### src/rtl/tft_init_sequencer.sv
// Sequences the TFT panel bring-up: hardware reset pulse, then every init-ROM word in order
// to the SPI word transmitter, with the power-on delays the panel needs between certain words.
module tft_init_sequencer #(
    parameter int CYCLES_PER_MS = 50000,
    parameter int FIRST_ADDR    = 1,
    parameter int LAST_ADDR     = 89,
    parameter int RST_LOW_MS    = 10,
    parameter int RST_WAIT_MS   = 50,
    parameter int D1_IDX        = 10,
    parameter int D1_MS         = 40,
    parameter int D2_IDX        = 20,
    parameter int D2_MS         = 10,
    parameter int D3_IDX        = 22,
    parameter int D3_MS         = 50,
    parameter int D4_IDX        = 86,
    parameter int D4_MS         = 50
) (
    input  logic        clk,
    input  logic        rst,
    input  logic        start,
    output logic [6:0]  rom_addr,
    input  logic [15:0] rom_data,
    input  logic        rom_rs,
    output logic        tx_valid,
    output logic [15:0] tx_data,
    output logic        tx_rs,
    input  logic        tx_ready,
    output logic        tft_rst_n,
    output logic        busy,
    output logic        done
);

    // state    | meaning
    // IDLE     | waiting for start
    // RST_LOW  | panel reset held low
    // RST_WAIT | panel reset released, waiting for the panel to wake
    // SEND     | offering the word at rom_addr to the transmitter
    // DELAY    | power-on pause after a specific word
    // DONE     | all words sent; pixel streaming owns the bus
    localparam logic [2:0] S_IDLE     = 3'd0;
    localparam logic [2:0] S_RST_LOW  = 3'd1;
    localparam logic [2:0] S_RST_WAIT = 3'd2;
    localparam logic [2:0] S_SEND     = 3'd3;
    localparam logic [2:0] S_DELAY    = 3'd4;
    localparam logic [2:0] S_DONE     = 3'd5;

    function automatic int max2(input int a, input int b);
        return (a > b) ? a : b;
    endfunction

    localparam int LD_RL_I = RST_LOW_MS  * CYCLES_PER_MS - 1;
    localparam int LD_RW_I = RST_WAIT_MS * CYCLES_PER_MS - 1;
    localparam int LD_D1_I = D1_MS * CYCLES_PER_MS - 1;
    localparam int LD_D2_I = D2_MS * CYCLES_PER_MS - 1;
    localparam int LD_D3_I = D3_MS * CYCLES_PER_MS - 1;
    localparam int LD_D4_I = D4_MS * CYCLES_PER_MS - 1;

    localparam int MAX_LD = max2(max2(max2(LD_RL_I, LD_RW_I), max2(LD_D1_I, LD_D2_I)),
                                 max2(max2(LD_D3_I, LD_D4_I), 1));
    localparam int CNT_W  = $clog2(MAX_LD + 1);

    localparam logic [CNT_W-1:0] LD_RL = CNT_W'(LD_RL_I);
    localparam logic [CNT_W-1:0] LD_RW = CNT_W'(LD_RW_I);
    localparam logic [CNT_W-1:0] LD_D1 = CNT_W'(LD_D1_I);
    localparam logic [CNT_W-1:0] LD_D2 = CNT_W'(LD_D2_I);
    localparam logic [CNT_W-1:0] LD_D3 = CNT_W'(LD_D3_I);
    localparam logic [CNT_W-1:0] LD_D4 = CNT_W'(LD_D4_I);

    localparam logic [6:0] A_FIRST = 7'(FIRST_ADDR);
    localparam logic [6:0] A_LAST  = 7'(LAST_ADDR);

    logic [2:0]       state_q, state_d;
    logic [6:0]       addr_q, addr_d;
    logic [CNT_W-1:0] cnt_q, cnt_d;
    logic             cnt_zero;
    logic             dly_hit;
    logic [CNT_W-1:0] dly_load;

    assign cnt_zero = (cnt_q == '0);

    // First matching index wins; a zero-length delay at that index means no pause.
    always_comb begin
        dly_hit  = 1'b0;
        dly_load = '0;
        if (addr_q == 7'(D1_IDX)) begin
            dly_hit  = (D1_MS > 0);
            dly_load = LD_D1;
        end else if (addr_q == 7'(D2_IDX)) begin
            dly_hit  = (D2_MS > 0);
            dly_load = LD_D2;
        end else if (addr_q == 7'(D3_IDX)) begin
            dly_hit  = (D3_MS > 0);
            dly_load = LD_D3;
        end else if (addr_q == 7'(D4_IDX)) begin
            dly_hit  = (D4_MS > 0);
            dly_load = LD_D4;
        end
    end

    always_comb begin
        state_d = state_q;
        addr_d  = addr_q;
        cnt_d   = cnt_q;
        case (state_q)
            S_IDLE, S_DONE: begin
                if (start) begin
                    state_d = S_RST_LOW;
                    cnt_d   = LD_RL;
                    addr_d  = '0;
                end
            end
            S_RST_LOW: begin
                if (cnt_zero) begin
                    state_d = S_RST_WAIT;
                    cnt_d   = LD_RW;
                end else begin
                    cnt_d = cnt_q - CNT_W'(1);
                end
            end
            S_RST_WAIT: begin
                if (cnt_zero) begin
                    state_d = S_SEND;
                    addr_d  = A_FIRST;
                end else begin
                    cnt_d = cnt_q - CNT_W'(1);
                end
            end
            S_SEND: begin
                if (tx_ready) begin
                    if (addr_q == A_LAST) begin
                        state_d = S_DONE;
                    end else begin
                        addr_d = addr_q + 7'd1;
                        if (dly_hit) begin
                            state_d = S_DELAY;
                            cnt_d   = dly_load;
                        end
                    end
                end
            end
            S_DELAY: begin
                if (cnt_zero) begin
                    state_d = S_SEND;
                end else begin
                    cnt_d = cnt_q - CNT_W'(1);
                end
            end
            default: begin
                state_d = S_IDLE;
                addr_d  = '0;
                cnt_d   = '0;
            end
        endcase
    end

    always_ff @(posedge clk) begin
        if (rst) begin
            state_q <= S_IDLE;
            addr_q  <= '0;
            cnt_q   <= '0;
        end else begin
            state_q <= state_d;
            addr_q  <= addr_d;
            cnt_q   <= cnt_d;
        end
    end

    // Word and RS come straight from the ROM, so they stay put while the address is held.
    assign rom_addr  = addr_q;
    assign tx_data   = rom_data;
    assign tx_rs     = rom_rs;
    assign tx_valid  = (state_q == S_SEND);
    assign tft_rst_n = (state_q != S_RST_LOW);
    assign busy      = (state_q == S_RST_LOW) || (state_q == S_RST_WAIT) ||
                       (state_q == S_SEND)    || (state_q == S_DELAY);
    assign done      = (state_q == S_DONE);

endmodule

### config.mk
export PLATFORM = sky130hd
export DESIGN_NAME = tft_init_sequencer
export DESIGN_NICKNAME = d
export VERILOG_FILES = /design/src/rtl/tft_init_sequencer.sv
export SDC_FILE = /design/constraint.sdc
export NUM_CORES = 1
export LEC_CHECK = 0
export ABC_AREA = 1
export ABC_CLOCK_PERIOD_IN_PS = 1800
export BUFFER_PORTS_ARGS = -buffer_cell sky130_fd_sc_hd__clkbuf_2
export CORE_ASPECT_RATIO = 0.9
export CORE_MARGIN = 1
export CORE_UTILIZATION = 50
export DETAILED_ROUTE_END_ITERATION = 7
export GPL_ROUTABILITY_DRIVEN = 0
export PLACE_DENSITY = 0.87
export SYNTH_ARGS = -nofsm -noshare
export SYNTH_HDL_FRONTEND = slang
export SYNTH_SLANG_ARGS = --single-unit
export TNS_END_PERCENT = 5
### constraint.sdc
create_clock -name clk -period 1.8 [get_ports clk]
set_input_delay 0.09 -clock clk [delete_from_list [all_inputs] [get_ports clk]]
set_output_delay 0.09 -clock clk [all_outputs]
set_load 0.01 [all_outputs]
Word-level counts from Yosys, hierarchy flattened
Index checks and enable logic that the tools add are counted.

Latch bits: 0. Memory bits (writable): 0. Bits in read-only memories: 0. Bits in registers: 32. Input port bits: 21. Logic and storage cells: 64. Output and inout port bits: 28. Memories kept: 0.

Equality and inequality tests: 20. Bitwise gates (word level): 1. Mux-type cells: 27. Shift-type cells: 0. Magnitude comparators: 0. Reductions and logical operators: 11. Div/mod/pow operators: 0. Multipliers: 0. Add/subtract/negate cells: 2.

Operator list (number): $mux 22 (10); $pmux 22 s4 (1); $mux 7 (4); $pmux 7 s4 (1); $logic_not 22->1 (1); $sub 22x1->22 const B (1); $mux 3 (6); $reduce_and 5->1 (3); $eq 7x5->1 const B (2); $eq 7x7->1 const B (2); $pmux 3 s4 (1); $ne 2x2->1 const B (5); $add 7x1->7 const B (1); $eq 7x4->1 const B (1); $eq 3x2->1 const B (2); $eq 3x3->1 const B (2); $ne 2x1->1 const B (3); $ne 3x1->1 const B (2); $reduce_or 2->1 (3); $mux 1 (4); $eq 3x1->1 const B (1); $logic_not 3->1 (1); $logic_or 1x1->1 (3); $not 1->1 (1).

Longest topological paths before layout
Depth after elaboration: 9. Depth in mapped cells: 13. Gate-level depth less buffers: 13.

Least setup slack after synthesis
OpenSTA, ideal clock, no wires.

Path kind: flip-flop to flip-flop. From: reg addr_q[0] (netlist: rom_addr[0]). To: reg cnt_q[17]. Library setup time: 0.132 ns. Stages on the path, launching flop included: 13. Clock period less this slack: 1.784 ns. Path buffers: 0. Arrival time: 1.652 ns. Data required time: 1.668 ns. Slack: 0.016 ns. Cells stage by stage: dfxtp_1 -> inv_1 -> ha_1 -> inv_1 -> nor2_1 -> o21ai_1 -> inv_1 -> nand2_1 -> nand3_1 -> nor2_1 -> nand2_1 -> nand2_1 -> a21oi_1.

Word-level cells in the longest chain between the ends: 9. Elaborated cells on any way between the ends: 20. Those cells by class: eq/ne (7); mux (12); reduce/logical (1).

Ends and longest elaborated chain: start: declaration (line 73) `logic [6:0] addr_q, addr_d;`; start signal: assignment (line 163) `addr_q <= addr_d;`; $eq 7x7->1 (line 94) `end else if (addr_q == 7'(D4_IDX)) begin`; $mux 22 (line 94); $mux 22 (line 91) `end else if (addr_q == 7'(D3_IDX)) begin`; $mux 22 (line 88) `end else if (addr_q == 7'(D2_IDX)) begin`; $mux 22 (line 85) `if (addr_q == 7'(D1_IDX)) begin`; $mux 22 (line 134) `if (dly_hit) begin`; $mux 22 (line 130) `if (addr_q == A_LAST) begin`; $mux 22 (line 129) `if (tx_ready) begin`; $pmux 22 s4 (line 104) `case (state_q)`; end signal: assignment (line 164) `cnt_q <= cnt_d;`; end: declaration (line 74) `logic [CNT_W-1:0] cnt_q, cnt_d;`.

Several ways; a longest one is shown, not always the timed one. The select of a mux whose other input is x is not followed. A chain may end at the register's enable or synchronous reset.

Worst setup path in the final report
From: reg cnt_q[10]. To: reg cnt_q[8].

Word-level cells in the longest chain between the ends: 3. Elaborated cells on any way between the ends: 5. Those cells by class: eq/ne (1); mux (2); reduce/logical (2).

Ends and longest elaborated chain: $logic_not 22->1 * (line 79) `assign cnt_zero = (cnt_q == '0);`; $mux 22 / $ne 2x2->1 (equally long branches); $pmux 22 s4 / $reduce_and 5->1 (equally long branches).

Mark *: on every way between the ends. The rest lies on a longest branch, timed or not.

==> results.toml <==
[flow_run]
max_cap_viol_count = 0

[drt]
detail_route.wl_per_cell_um = 14.0
drc_errors = 0
drtIter0Drc = 288
dr.pass1.iters = 6
antenna_left = 0
viasPerCell = 5.53
drt-total-wl_mm = 7.23
dr_total_vias = 2857

[hold_path]
hold_class = "in2reg"
whs_path_depth = 2
hold_path_startpoint = "rst"
whs_endpoint = "rom_addr[1]"

[logic_synthesis]
ys_warn_count = 0
syn-num-nets = 441
synth_area_per_cell_um2 = 6.04
synth_cells = 415
ys_seq_area_share_pct = 25.5
synth_cell_types = 29
synth_seq_cells = 32
syn-cell-area_um2 = 2510

[sta]
finalSetupViolCount = 10
fin_ws_ns = -0.0289
finalCriticalPeriod_ns = 1.83
fin_crit_sh_pct = 102
clock-skew-final_ns = 0.00804
tightest_slew_ns = 0.347
relSlewSlack_pct = 76.8
max_freq_mhz = 547
setup_tns_ns = -0.124
hold_violations = 0
slew_violations = 0
grt_setup_unrepaired = "yes"

[worst_setup_path]
max_stage_delay_ns = 0.34
regToRegStartpoint = "cnt_q[10]"
cp.required_ns = 1.99
critical_path_class = "reg2reg"
slowest_stage = "dfxtp_1"
crit_path_cell_trace = "nor2_1 -> nand2_1 -> nor2_4 -> nand3_4 -> o21ai_4 -> nor2_4 -> buf_4 -> o21ai_0 -> a21oi_1"
regToRegEndpoint = "cnt_q[8]"
worst-r2r-setup-slack_ns = -0.03
endpoint_kind = "flip-flop"
crit_arrival_ns = 2.01
crit_top_cell = "nor2_4"
reg2regPathDepth = 9
cp-start-kind = "flip-flop"
path_max_fanout = 5

[clock_tree]
cts_sinks = 32
tritoncts = "built"
cts_inserted_buffers = 5
clock-root-buffer = "clkbuf_8"
htreeDepth = 2
clockBufferDepth = 2
insertion_delay_ns = 0.30
clk_pin_slew_ns = 0.07
ctsHoldBuffers = 0

[finish]
multi_input_area_um2 = 1650
layout_commonest_cell = "nand2_1"
diodes = 0
n_fill_cell = 426
final-seq-area_um2 = 642
syn_to_final_growth_pct = 20.4
layoutNonFillerInstCount = 517
final_cell_mix = "nand2_1, nor2_1, nand3_1"
drive_above_1_share_pct = 23.2
layout.nets = 477

[placement]
portBuffers = 14
hpwl_mm = 4.91
dp_slack_ns = -0.123
post-place-cells = 503

[global_routing]
antenna_found_initial = 0
overflow = 0
track_usage_pct = 26.7
grt_max_degree = 23
grt_first_pass_wirelength_mm = 11.3
grt_pass1_vias = 2547

[pwr]
power_mw = 5.92
ir_drop_mv = 1.02
p_per_area_nw_per_um2 = 1960
leakage_nw = 1.41

[status]
violations = "setup timing"
outcome = "complete, but fails checks"

[floorplanning]
io_pins = 49
fp.dieH_um = 69.2
initial_core_util_pct = 51.9
rows = 24
die_area_um2 = 5300
core_um2 = 4830
die_x_um = 76.6
cell usage after synthesis, drive strengths merged:
master,instances,area [µm²]
nor2,60,277
buf,21,158
clkinv,1,3.75
xor2,7,61.3
a21o,1,7.51
dfxtp,32,641
or2,2,12.5
nand4,12,87.6
inv,39,146
nor3b,1,7.51
nand3,39,205
o21ai,17,88.8
a21oi,33,165
nand2,136,528
o211a,1,10.0
ha,5,62.6
xnor2,2,17.5
clkbuf,3,11.3
nand3b,1,7.51
nor3,2,10.0
flip-flops by register name, indices dropped and copies added, names as in the netlist:
name	flops
cnt_q	22
rom_addr	7
state_q	3
cells by family after synthesis:
group,count (synthesis),synth area share (%)
buffers and inverters,64,12.7
and+or+nand+nor,253,45.3
DFF,32,25.5
AOI/OAI and AO/OA,52,10.8
adders and majority gates,5,2.50
xor gates and xnor gates,9,3.14
worst max-delay path: cells and delay by family (launching register included):
kind                   cells  cell delay (ns)
buffers and inverters      1             0.15
and+or+nand+nor            5             0.78
DFF                        1             0.34
AOI/OAI and AO/OA          3             0.45
stage by stage:
step	util, %	cell area [µm²]	hold WS, ns
after global routing	62.4	3020	0.106
after floorplan	-	2510	0.272
after detailed placement	56.9	2750	0.180
after global placement	56.9	2750	0.180
final	62.4	3020	0.110
after CTS	60.0	2900	0.0956
final cells by class:
type | instances | area share, %
Clock inverter | 1 | 0.995
Multi-Input combinational cell | 321 | 54.6
Tap cell | 65 | 2.69
Sequential cell | 32 | 21.3
Timing Repair Buffer | 51 | 12.1
Inverter | 40 | 5.14
Clock buffer | 7 | 3.19
routing by layer:
metal / vias up / track usage, % / part of all wire (%) / wire, µm
li1: 1389 / - / - / -
met1: 1285 / 33.3 / 42 / 3050
met2: 145 / 43.1 / 45 / 3290
met3: 38 / 6.97 / 8.4 / 604
met4: 0 / 12.2 / 4.0 / 287
met5: - / 0 / 0 / 0
timing repair:
action | CTS | global route
endpoints found under the setup margin | 24 | 32
resized for setup | 4 | 24
pin swaps | 1 | 8
cloned | 1 | 1
buffers inserted | 0 | 4
report_power, final:
part           total, mW  switching (mW)  internal [mW]
clock network      0.769           0.281          0.488
registers           1.11           0.202          0.908
logic               4.04            2.59           1.46
worst max path at each step:
stage                      from  cells after the start  slack (ns)         to
floorplan           rom_addr[0]                     12        0.02  cnt_q[17]
global placement    rom_addr[0]                     12        0.02  cnt_q[14]
detailed placement  rom_addr[0]                     11       -0.12   cnt_q[8]
CTS                  state_q[1]                     11       -0.06  cnt_q[16]
global route          cnt_q[10]                      9       -0.16  cnt_q[12]
finish                cnt_q[10]                      9       -0.03   cnt_q[8]
(Power assumes the default switching activity.)
